`src/rtl/stream_take_n_if.sv`:
```
// Handshake and data bundle for stream_take_n: activation request, captured
// scalars, and the input/remainder element streams.
interface stream_take_n_if #(
    parameter int W = 8,
    parameter int N = 2
);
    logic           in_valid;
    logic           in_ready;
    logic           out_valid;
    logic           out_ready;
    logic [W-1:0]   sIn;
    logic           sIn_valid;
    logic           sIn_ready;
    logic [W-1:0]   sOut;
    logic           sOut_valid;
    logic           sOut_ready;
    logic [N*W-1:0] dOut;

    // Block side
    modport slave (
        input  in_valid, out_ready, sIn, sIn_valid, sOut_ready,
        output in_ready, out_valid, sIn_ready, sOut, sOut_valid, dOut
    );

    // Environment side (producer, scalar consumer, remainder consumer)
    modport master (
        output in_valid, out_ready, sIn, sIn_valid, sOut_ready,
        input  in_ready, out_valid, sIn_ready, sOut, sOut_valid, dOut
    );
endinterface

```
`src/rtl/stream_take_n.sv`:
```
// Pops the first N elements of a stream into N registered scalars per activation,
// then optionally forwards the rest of the stream until the next activation.
module stream_take_n #(
    parameter int W   = 8,
    parameter int N   = 2,
    parameter bit FWD = 1'b1
) (
    input  logic            clk,
    input  logic            rst,
    stream_take_n_if.slave  io
);
    localparam int CW = $clog2(N + 1);
    localparam logic [CW-1:0] LAST = CW'(N - 1);

    typedef enum logic [1:0] {
        IDLE    = 2'd0,
        CAPTURE = 2'd1,
        HOLD    = 2'd2,
        PASS    = 2'd3
    } state_t;

    state_t          state_q, state_d;
    logic [CW-1:0]   cnt_q, cnt_d;
    logic            capture_en;

    always_ff @(posedge clk or posedge rst) begin
        if (rst) begin
            state_q <= IDLE;
            cnt_q   <= '0;
        end else begin
            state_q <= state_d;
            cnt_q   <= cnt_d;
        end
    end

    always_comb begin
        state_d       = state_q;
        cnt_d         = cnt_q;
        capture_en    = 1'b0;
        io.in_ready   = 1'b0;
        io.out_valid  = 1'b0;
        io.sIn_ready  = 1'b0;
        io.sOut_valid = 1'b0;
        case (state_q)
            IDLE: begin
                io.in_ready = 1'b1;
                if (io.in_valid) begin
                    state_d = CAPTURE;
                    cnt_d   = '0;
                end
            end
            CAPTURE: begin
                io.sIn_ready = 1'b1;
                if (io.sIn_valid) begin
                    capture_en = 1'b1;
                    if (cnt_q == LAST) begin
                        state_d = HOLD;
                        cnt_d   = '0;
                    end else begin
                        cnt_d = cnt_q + CW'(1);
                    end
                end
            end
            HOLD: begin
                io.out_valid = 1'b1;
                if (io.out_ready) begin
                    state_d = FWD ? PASS : IDLE;
                end
            end
            PASS: begin
                if (FWD) begin
                    // Activation here still forwards this cycle's element
                    io.in_ready   = 1'b1;
                    io.sOut_valid = io.sIn_valid;
                    io.sIn_ready  = io.sOut_ready;
                    if (io.in_valid) begin
                        state_d = CAPTURE;
                        cnt_d   = '0;
                    end
                end else begin
                    state_d = IDLE;
                end
            end
            default: state_d = IDLE;
        endcase
    end

    assign io.sOut = io.sIn;

    for (genvar gi = 0; gi < N; gi++) begin : g_slot
        logic [W-1:0] slot_q;

        always_ff @(posedge clk or posedge rst) begin
            if (rst) begin
                slot_q <= '0;
            end else if (capture_en && (cnt_q == CW'(gi))) begin
                slot_q <= io.sIn;
            end
        end

        assign io.dOut[gi*W +: W] = slot_q;
    end
endmodule

```
`src/flat_wrapper.sv`:
```
// flat-port wrapper written by rule: the top's interface ports become plain ports
module stream_take_n_flat 
#(
    parameter int W   = 8,
    parameter int N   = 2,
    parameter bit FWD = 1'b1
)
  (clk, rst, io_in_valid, io_out_ready, io_sIn, io_sIn_valid, io_sOut_ready, io_in_ready, io_out_valid, io_sIn_ready, io_sOut, io_sOut_valid, io_dOut);
  stream_take_n_if #(.W(W), .N(N)) io_i ();
  input  logic clk;
  input  logic rst;
  input wire logic [$bits(io_i.in_valid)-1:0] io_in_valid;
  input wire logic [$bits(io_i.out_ready)-1:0] io_out_ready;
  input wire logic [$bits(io_i.sIn)-1:0] io_sIn;
  input wire logic [$bits(io_i.sIn_valid)-1:0] io_sIn_valid;
  input wire logic [$bits(io_i.sOut_ready)-1:0] io_sOut_ready;
  output wire logic [$bits(io_i.in_ready)-1:0] io_in_ready;
  output wire logic [$bits(io_i.out_valid)-1:0] io_out_valid;
  output wire logic [$bits(io_i.sIn_ready)-1:0] io_sIn_ready;
  output wire logic [$bits(io_i.sOut)-1:0] io_sOut;
  output wire logic [$bits(io_i.sOut_valid)-1:0] io_sOut_valid;
  output wire logic [$bits(io_i.dOut)-1:0] io_dOut;
  assign io_i.in_valid = io_in_valid;
  assign io_i.out_ready = io_out_ready;
  assign io_i.sIn = io_sIn;
  assign io_i.sIn_valid = io_sIn_valid;
  assign io_i.sOut_ready = io_sOut_ready;
  assign io_in_ready = io_i.in_ready;
  assign io_out_valid = io_i.out_valid;
  assign io_sIn_ready = io_i.sIn_ready;
  assign io_sOut = io_i.sOut;
  assign io_sOut_valid = io_i.sOut_valid;
  assign io_dOut = io_i.dOut;
  stream_take_n #(.W(W), .N(N), .FWD(FWD)) u_core (.clk(clk), .rst(rst), .io(io_i));
endmodule
```
`config.mk`:
```
export PLATFORM = sky130hd
export DESIGN_NAME = stream_take_n_flat
export DESIGN_NICKNAME = d
export VERILOG_FILES = /design/src/rtl/stream_take_n_if.sv /design/src/rtl/stream_take_n.sv /design/src/flat_wrapper.sv
export SDC_FILE = /design/constraint.sdc
export NUM_CORES = 1
export LEC_CHECK = 0
export BUFFER_PORTS_ARGS = -buffer_cell sky130_fd_sc_hd__clkbuf_2
export CAP_MARGIN = 10
export CELL_PAD_IN_SITES_DETAIL_PLACEMENT = 1
export CELL_PAD_IN_SITES_GLOBAL_PLACEMENT = 1
export CORE_MARGIN = 5
export CORE_UTILIZATION = 30
export CTS_BUF_LIST = sky130_fd_sc_hd__clkbuf_8
export CTS_CLUSTER_SIZE = 16
export DETAILED_ROUTE_END_ITERATION = 10
export PLACE_DENSITY = 0.73
export SYNTH_ARGS = -nofsm -noshare
export SYNTH_HDL_FRONTEND = slang
export SYNTH_SLANG_ARGS = --single-unit
```
`constraint.sdc`:
```
create_clock -name clk -period 3 [get_ports clk]
set_clock_uncertainty 0.05 [all_clocks]
set_input_delay 0.6 -clock clk [delete_from_list [all_inputs] [get_ports clk]]
set_output_delay 0.6 -clock clk [all_outputs]
set_load 0.01 [all_outputs]
```
Yosys cells after proc, flatten, opt, wreduce, memory -nomap -nowiden --
Cells that the tools add are included.
Storage, ports and cells: bits in registers 20, latch bits 0, memories kept 0, input bits 14, ROM bits 0, RAM bits 0
Operators by class: eq/ne operators 8, add/subtract/negate cells 1, muxes and demuxes 15, shift operators 0, divide/modulo/power cells 0, $mul 0, reduce and logical (&&, ||, !) cells 8, $lt $le $gt $ge 0, bitwise logic cells 0
Operators with widths (number):
- 2-bit two-way mux | 7
- 2-bit case mux with 3 select lines | 1
- 1-bit two-way mux | 5
- 2-bit by 1-bit == test with 1-bit output (second input constant) | 2
- 2-bit == test (second input constant) | 2
- 2-bit logical NOT | 2
- 2-bit by 1-bit inequality test with 1-bit output (second input constant) | 2
- 2-bit inequality test (second input constant) | 2
- 2-bit case mux with 2 select lines | 1
- 4-bit AND reduction | 1
- 3-bit AND reduction | 1
- 2-bit by 1-bit adder with 2-bit output (second input constant) | 1
- 1-bit logical AND | 2
- 1-bit case mux with 2 select lines | 1
- 2-bit nonzero test | 1
- 2-bit OR reduction | 1

Longest topological paths before layout --
Gate-level depths: netlist of the first run.
depth after elaboration 4, mapped depth 5, depth with buffers taken out 5

Least setup slack after synthesis of the first run --
OpenSTA, ideal clock, no wires.
path kind register to register, start register u_core.state_q[1], end register u_core.g_slot[0].slot_q[0], stages on the path, launching flop included 6, clock period less this slack 1.643 ns, data required time 2.825 ns, data arrival time 1.469 ns, path buffers 0, setup slack 1.357 ns, path through dfrtp_1 > inv_1 > ha_1 > nand2_1 > nor3_4 > mux2_2
Between the ends: longest elaborated chain between the ends 3
RTL lines:
- start, declared | line stream_take_n.sv:22 | state_t state_q, state_d;
- start signal, assigned | line stream_take_n.sv:31 | state_q <= state_d;
- 2-bit by 1-bit == test with 1-bit output | line stream_take_n.sv:44 | case (state_q)
- 1-bit two-way mux | line stream_take_n.sv:44
- 1-bit logical AND | line stream_take_n.sv:96 | end else if (capture_en && (cnt_q == CW'(gi))) begin
- end signal, assigned | line stream_take_n.sv:97 | slot_q <= io.sIn;
- end, declared | line stream_take_n.sv:91 | logic [W-1:0] slot_q;
No other way between the ends. A chain may end at the register's enable or synchronous reset.

Worst setup path in the final report of the first run --
start register u_core.state_q[1], end output port io_sIn_ready
Between the ends: longest elaborated chain between the ends 2
RTL lines:
- 2-bit == test / 2-bit by 1-bit == test with 1-bit output (equally long branches) | line stream_take_n.sv:44
- 1-bit case mux with 2 select lines * | line stream_take_n.sv:44
- end, declared | line flat_wrapper.sv:19 | output wire logic [$bits(io_i.sIn_ready)-1:0] io_sIn_ready;
Every way passes the cells marked *; elsewhere a longest branch is shown, timed or not.

==> results of run 1 <==
placed cells by master (no fill, tap or decap), drive strengths merged:
| cell | n |
|---|---|
| a2111oi | 1 |
| a21o | 1 |
| and2 | 1 |
| and2b | 2 |
| clkbuf | 44 |
| dfrtp | 20 |
| ha | 4 |
| inv | 3 |
| mux2 | 16 |
| mux2i | 2 |
| nand2 | 1 |
| nand2b | 1 |
| nand4b | 1 |
| nor2 | 1 |
| nor2b | 1 |
| nor3 | 1 |
| o31ai | 1 |
| o41a | 1 |
| o41ai | 1 |
worst max path at each step:
stage	startpoint	to	slack (ns)
detailed placement	u_core.state_q[1]	u_core.g_slot[0].slot_q[7]	1.11
global route	u_core.state_q[1]	io_sIn_ready	0.95
finish	u_core.state_q[1]	io_sIn_ready	1.02
floorplan	u_core.state_q[1]	u_core.g_slot[0].slot_q[0]	1.36
global placement	u_core.state_q[1]	u_core.g_slot[0].slot_q[3]	1.23
CTS	u_core.state_q[1]	io_sIn_ready	1.01
kinds of logic (layout without fill, tap and decap cells):
logic type	Yosys count	in the layout	synth area share, %
compound gates	5	5	6.511
fa+ha+maj	4	4	5.209
buf+inv	11	47	7.422
flops	20	20	52.08
mux	18	18	20.83
simple gates	9	9	7.943
routing by layer:
metal	global-route usage [%]	vias up	share of wire, %	routed length, µm
li1	-	304	-	-
met1	13.24	310	42	866
met2	15.10	32	45	927
met3	3.710	3	11	218
met4	4.569	0	1.5	30
met5	0	-	0	0
final cells by class:
cell class	instances	share of cell area (%)
Clock buffer	3	3.434
Timing Repair Buffer	41	17.07
Sequential cell	20	41.62
Tap cell	44	4.579
Multi-Input combinational cell	36	32.36
Inverter	3	0.9365
report_power, final:
group	internal (µW)	switching [µW]	leakage (µW)
Clock	89.3	82.0	0.0000216
Combinational	303	304	0.000350
Sequential	402	83.2	0.000240
per-stage QoR:
step                hold WS [ns]  utilization [%]  cells  setup slack [ns]  power, µW
floorplan                 0.5001                -     67             1.357      883.4
CTS                       0.4278            39.39    147             1.011       1291
global placement          0.4397            38.03    144             1.231       1084
finish                    0.3944            39.39    147             1.018       1264
detailed placement        0.4436            38.03    144             1.111       1116
global route              0.4649            39.39    147            0.9495       1375
state kept, by name (all words and copies together), names as in the netlist:
name and count:
u_core.state_q 2, u_core.cnt_q 2, u_core.g_slot.slot_q 16
==> impl_metrics.yaml, run 1 <==
routing:
  drt-vias-per-instance: 4.415
  drc: 0
  drt-pass1-iter-count: 3
  wl_um: 2042
  ant_nets: 0
  avgRoutedWirePerCell_um: 13.89
  drt_iter0_drc: 14
  via_count: 649
layout:
  layout.nets: 123
  multi_input_area_um2: 389.1
  drive_above_1_share_pct: 63.11
  antennaDiodeCount: 0
  design_area_mm2: 0.001202
  fill_cells: 351
  area_delta_synth_final_pct: 25.13
  seq_area_um2: 500.5
global_route:
  grt_util_all_layers_pct: 10.23
  grt_pass1_vias: 716
  grt_pass1_wl_um: 3401
  grt_remaining_overflow: 0
  grt_max_degree: 21
  antenna_found_initial: 0
outcome:
  status: "complete, no violations"
placement:
  dp_hpwl_um: 1653
  gp_congestion: 0.7331
  io_buffers: 41
  place_area_mm2: 0.001161
sta:
  fmax_ghz: 0.5046
  maxSlewViolCount: 0
  finalHoldViolCount: 0
  finalSetupViolations: 0
  relSlewSlack_pct: 50.20
  period_needed_ns: 1.982
  tns_ns: 0
  rsz0062_at_grt: "false"
  worst_pin_slew_ns: 0.7461
  fin_crit_sh_pct: 66.06
synth:
  syn-cell-area_um2: 960.9
  yosysSeqAreaShare_pct: 52.08
  yosysTopAreaCell: "dfrtp_1"
  syn_avg_cell_area_um2: 14.34
  synth_edf_count: 0
  synth_commonest_cells: "20 x dfrtp_1, 16 x mux2_2, 8 x buf_4"
  dominantRegCellSynth: "dfrtp_1"
  synth_nets: 85
  yosys.area.top_type_share_pct: 52.08
  ys_types: 20
  synth_seq_cells: 20
  synthCells: 67
  ys_warn_count: 0
  synthArstFlopShare_pct: 100.0
  synth.most_common_cell: "dfrtp_1"
  ys_top_cells_by_area: "dfrtp_1 52%, mux2_2 19%, buf_4 6.3%, ha_1 5.2%, a2111oi_4 2.9%"
clock_network:
  post_cts_buffers: 0
  h-tree-depth: 1
  clock-root-buffer: "clkbuf_8"
  clock_sinks: 20
  clk_path_buf_depth: 2
  cts-buffers-inserted: 3
  clk_pin_slew_ns: 0.07
  clock_latency_ns: 0.25
  cts_hold_buf: 0
  cts-resized-gates: 0
  cts_tree: "done"
die:
  num_rows: 20
  coreArea_mm2: 0.003053
  io_pins: 42
  start_util_pct: 31.48
  die_area_mm2: 0.004435
  fp.dieH_um: 66.60
  die_w_um: 66.60
worst_setup_path:
  worst-path-stages: 4
  worst_setup_path_end_kind: "primary output"
  r2r_setup_slack_ns: 1.13
  crit_fanout: 5
  cp_slowest_cell: "dfrtp_1"
  rr_worst_depth: 5
  path_cells: "inv_1 > ha_1 > a21o_1 > clkbuf_2"
  rr_startpoint: "u_core.state_q[1]"
  cp-start-kind: "flip-flop"
  cp_data_required_time_ns: 2.35
  critPathTopFamily: "flip-flops"
  crit_buf_inv: 2
  rr_endpoint: "u_core.g_slot[0].slot_q[2]"
  crit_type: "reg2out"
  slowest_delay_ns: 0.41
  worstPathArrival_ns: 1.33
power:
  leakage_uw: 0.0006109
  powerDensity_mw_per_mm2: 1051
  ir_drop_mv: 0.3342
run:
  cap_violations: 0
worst_hold_path:
  worstHoldPathType: "in2async"
Power figures use the tool's default switching activity.
==> inputs of run 2 (changes only) <==
PLACE_DENSITY = 0.76   (was 0.73)
clock period = 1.8 ns   (was 3 ns; I/O delays follow)
==> impl_metrics.yaml, run 2 (synthesis gave the netlist of run 1 again) <==
outcome:
  status: "complete, no violations"
worst_setup_path:
  worst_setup_path_end_kind: "flip-flop"
  crit_type: "reg2reg"
  cp_slowest_cell: "dfrtp_1"
  critPathTopFamily: "flip-flops"
  slowest_delay_ns: 0.42
  r2r_setup_slack_ns: 0.06
  rr_worst_depth: 5
  cp-start-kind: "flip-flop"
  cp_data_required_time_ns: 1.91
  rr_endpoint: "u_core.state_q[1]"
  worstPathArrival_ns: 1.86
  rr_startpoint: "u_core.state_q[1]"
  crit_fanout: 5
  path_cells: "buf_4 > ha_4 > nor2b_4 > a2111oi_4 > mux2i_1"
  crit_buf_inv: 1
routing:
  drt_iter0_drc: 5
  drc: 0
  ant_nets: 0
  drt-vias-per-instance: 4.519
  wl_um: 2265
  via_count: 696
  avgRoutedWirePerCell_um: 14.71
  drt-pass1-iter-count: 2
clock_network:
  cts_hold_buf: 0
  cts-buffers-inserted: 3
  clk_path_buf_depth: 2
  h-tree-depth: 1
  clock_sinks: 20
  clk_pin_slew_ns: 0.07
  clock_latency_ns: 0.25
  cts_tree: "done"
  clock-root-buffer: "clkbuf_8"
global_route:
  grt_max_degree: 21
  grt_util_all_layers_pct: 11.19
  antenna_found_initial: 0
  grt_pass1_vias: 745
  grt_pass1_wl_um: 3677
  grt_remaining_overflow: 0
die:
  io_pins: 42
  coreArea_mm2: 0.003053
  num_rows: 20
  start_util_pct: 31.48
  die_w_um: 66.60
  fp.dieH_um: 66.60
  die_area_mm2: 0.004435
run:
  cap_violations: 0
sta:
  finalSetupViolations: 0
  relSlewSlack_pct: 48.64
  period_needed_ns: 1.745
  finalHoldViolCount: 0
  tns_ns: 0
  maxSlewViolCount: 0
  rsz0062_at_grt: "false"
  fin_crit_sh_pct: 96.94
  fmax_ghz: 0.5731
  worst_pin_slew_ns: 0.7696
layout:
  design_area_mm2: 0.001295
  top_regs: "u_core.g_slot.slot_q: 16 flops, u_core.cnt_q: 2 flops, u_core.state_q: 2 flops"
  drive_above_1_share_pct: 70.91
  multi_input_area_um2: 421.7
  largest_reg_flops: 16
  final_common_cell: "clkbuf_2"
  regMostFlops: "u_core.g_slot.slot_q"
  area_delta_synth_final_pct: 34.77
  layout_common_cells: "41 x clkbuf_2, 19 x dfrtp_1, 16 x mux2_2"
  antennaDiodeCount: 0
  fin_util_pct: 42.42
  seq_area_um2: 501.7
  layout.nets: 129
  fill_cells: 336
power:
  ir_drop_mv: 0.6113
  leakage_uw: 0.0006494
  total_power_uw: 2354
  powerDensity_mw_per_mm2: 1818
placement:
  gp_congestion: 0.6836
  io_buffers: 41
  place_area_mm2: 0.001184
worst_hold_path:
  worstHoldPathType: "in2async"
[run 2: cell count changes in the layout (fill, tap and decap cells not counted)]
| cell | change |
|---|---|
| buf_4 | +6 |
| ha_1 | -2 |
| ha_4 | +2 |
| inv_1 | -2 |
| inv_2 | +2 |
| clkbuf_8 | +1 |
| dfrtp_1 | -1 |
| dfrtp_2 | +1 |
| nor2b_1 | -1 |
| nor2b_4 | +1 |
[run 2: how the worst max path moves through the flow]
stage	slack [ns]	to	startpoint	cells after the start
after detailed placement	0.07	u_core.state_q[1]	u_core.state_q[0]	5
after global placement	0.17	u_core.g_slot[0].slot_q[6]	u_core.state_q[1]	6
final	0.06	u_core.state_q[1]	u_core.state_q[1]	5
after CTS	0.01	io_sIn_ready	u_core.state_q[0]	4
after global routing	0.001	u_core.state_q[1]	u_core.state_q[1]	5
after floorplan	0.16	u_core.g_slot[0].slot_q[0]	u_core.state_q[1]	5
[run 2: power by group]
group,total (µW),leakage [µW],switching [µW],internal [µW]
sequential,822,0.000239,150,672
combinational,1200,0.000382,561,638
clock,334,0.0000288,139,194
total,2350,0.000649,850,1500
[run 2: cell type report]
| cell class | instances | share of cell area [%] |
|---|---|---|
| sequential | 20 | 38.74 |
| multi-input combinational | 36 | 32.56 |
| timing repair buffer | 47 | 19.32 |
| clock buffer | 4 | 4.251 |
| tap | 44 | 4.251 |
| inverter | 3 | 0.8696 |
[run 2: repair_timing]
action / CTS / global route
setup buffers: 2 / 1
endpoints found under the setup margin: 1 / 4
gates resized for setup: 0 / 8
pin swaps: 0 / 1
[run 2: routing by layer]
layer / up-vias / share of wire, % / global-route usage (%)
met5: - / 0 / 0
met4: 0 / 3.6 / 7.107
met3: 8 / 6.2 / 2.192
met2: 28 / 53 / 19.18
met1: 348 / 37 / 12.55
li1: 312 / - / -
[run 2: stage by stage]
| stage | setup slack (ns) | hold WS, ns | instances |
|---|---|---|---|
| after floorplan | 0.1566 | 0.2738 | 67 |
| after global placement | 0.1684 | 0.4403 | 147 |
| after detailed placement | 0.06603 | 0.4480 | 147 |
| after CTS | 0.01432 | 0.1913 | 153 |
| after global routing | 0.001294 | 0.2520 | 154 |
| final | 0.05516 | 0.1695 | 154 |
==> inputs of run 3 (changes only) <==
--- a/config.mk
+++ b/config.mk
@@ -14,2 +14,3 @@
 export CTS_BUF_LIST = sky130_fd_sc_hd__clkbuf_8
+export CTS_CLUSTER_DIAMETER = 150
 export CTS_CLUSTER_SIZE = 16
@@ -20 +21,2 @@
 export SYNTH_SLANG_ARGS = --single-unit
+export TNS_END_PERCENT = 50
--- a/constraint.sdc
+++ b/constraint.sdc
@@ -4,2 +4,2 @@
 set_output_delay 0.36 -clock clk [all_outputs]
-set_load 0.01 [all_outputs]
+set_load 0.05 [all_outputs]
==> impl_metrics.yaml, run 3 (synthesis gave the netlist of run 1 again) <==
worst_setup_path:
  slowest_delay_ns: 0.42
  cp-start-kind: "flip-flop"
  cp_slowest_cell: "dfrtp_1"
  path_cells: "inv_1 > ha_2 > a21o_1 > clkbuf_4"
  crit_fanout: 5
  worst_setup_path_end_kind: "primary output"
  crit_type: "reg2out"
  rr_worst_depth: 5
  worstPathArrival_ns: 1.41
  cp_data_required_time_ns: 1.39
routing:
  via_count: 671
  drt-vias-per-instance: 4.444
  drt-pass1-iter-count: 2
  ant_nets: 0
  drc: 0
  drt_iter0_drc: 9
  avgRoutedWirePerCell_um: 14.49
  wl_um: 2188
die:
  fp.dieH_um: 66.60
  num_rows: 20
  coreArea_mm2: 0.003053
  die_area_mm2: 0.004435
  start_util_pct: 31.48
  die_w_um: 66.60
  io_pins: 42
layout:
  layout.nets: 126
  layout_common_cells: "39 x clkbuf_2, 20 x dfrtp_1, 16 x mux2_2"
  area_delta_synth_final_pct: 30.34
  largest_reg_flops: 16
  regMostFlops: "u_core.g_slot.slot_q"
  fin_util_pct: 41.02
  drive_above_1_share_pct: 66.36
  top_regs: "u_core.g_slot.slot_q: 16 flops, u_core.cnt_q: 2 flops, u_core.state_q: 2 flops"
  final_common_cell: "clkbuf_2"
  antennaDiodeCount: 0
global_route:
  grt_pass1_wl_um: 3546
  antenna_found_initial: 0
  grt_util_all_layers_pct: 10.71
  grt_pass1_vias: 751
  grt_max_degree: 21
  grt_remaining_overflow: 0
placement:
  dp_hpwl_um: 1720
  io_buffers: 41
  gp_congestion: 0.7292
clock_network:
  cts_tree: "done"
  clock_sinks: 20
  clock-root-buffer: "clkbuf_8"
  clock_latency_ns: 0.25
  clk_path_buf_depth: 2
  clk_pin_slew_ns: 0.07
  cts-buffers-inserted: 3
  cts_hold_buf: 0
  h-tree-depth: 1
sta:
  fmax_ghz: 0.5505
  relSlewSlack_pct: 50.63
  fin_ws_ns: -0.01653
  maxSlewViolCount: 0
  fin_crit_sh_pct: 100.9
  finalHoldViolCount: 0
  worst_pin_slew_ns: 0.7397
  period_needed_ns: 1.817
  rsz0062_at_grt: "true"
  finalSetupViolations: 1
worst_hold_path:
  worstHoldPathType: "in2async"
outcome:
  violations: "setup timing"
  status: "finished, violations left"
run:
  cap_violations: 0
## run 3: per-layer routing
metal	vias up	GRT usage [%]	routed length (µm)
met4	0	3.299	31
met2	23	19.93	1190
met3	4	3.204	104
li1	310	-	-
met5	-	0	0
met1	334	11.43	860
## run 3: worst paths after layout
path                       slack [ns]                    endpoint                        from
min in group clk                 0.31  u_core.g_slot[1].slot_q[6]                   io_sIn[6]
min                              0.16  u_core.g_slot[1].slot_q[1]                         rst
max in group asynchronous        1.08  u_core.g_slot[0].slot_q[4]                         rst
min reg2reg                      0.46  u_core.g_slot[0].slot_q[6]  u_core.g_slot[0].slot_q[6]
max                             -0.02                io_sIn_ready           u_core.state_q[1]
max reg2reg                      0.08           u_core.state_q[1]           u_core.state_q[0]
## run 3: cell type report
cell class                      instances  area [µm²]
Fill cell                             358        1800
Sequential cell                        20       500.5
Multi-Input combinational cell         36       394.1
Clock buffer                            4       55.05
Inverter                                3       11.26
Tap cell                               44       55.05
Timing Repair Buffer                   44       236.5
## run 3: stage by stage
stage / setup TNS [ns] / setup WS [ns] / hold slack (ns) / instances / area (µm²)
6_report: -0.01653 / -0.01653 / 0.1552 / 151 / 1252
3_3_place_gp: 0 / 0.1226 / 0.4356 / 146 / 1179
4_1_cts: 0 / 0.005090 / 0.1901 / 150 / 1241
2_1_floorplan: 0 / 0.1295 / 0.2738 / 67 / 963.4
5_1_grt: -0.06997 / -0.05856 / 0.2317 / 151 / 1252
3_5_place_dp: 0 / 0.04727 / 0.4474 / 146 / 1179
## run 3: repair_timing
item,4_1_cts,5_1_grt
resized for setup,3,2
hold endpoints to repair,0,0
endpoints found under the setup margin,2,2
setup buffers,0,1
pin swaps,0,0
## run 3: worst max-delay path: cells and delay by family, from the launching register on
kind | cells | cell delay (ns)
DFF | 1 | 0.42
AOI/OAI and AO/OA | 1 | 0.11
buffers and inverters | 2 | 0.34
adders and majority gates | 1 | 0.27
Power of run 3 is left out: the tool's default activity adds up to more than one toggle a clock period on the data nets, which glitch-free logic cannot reach.
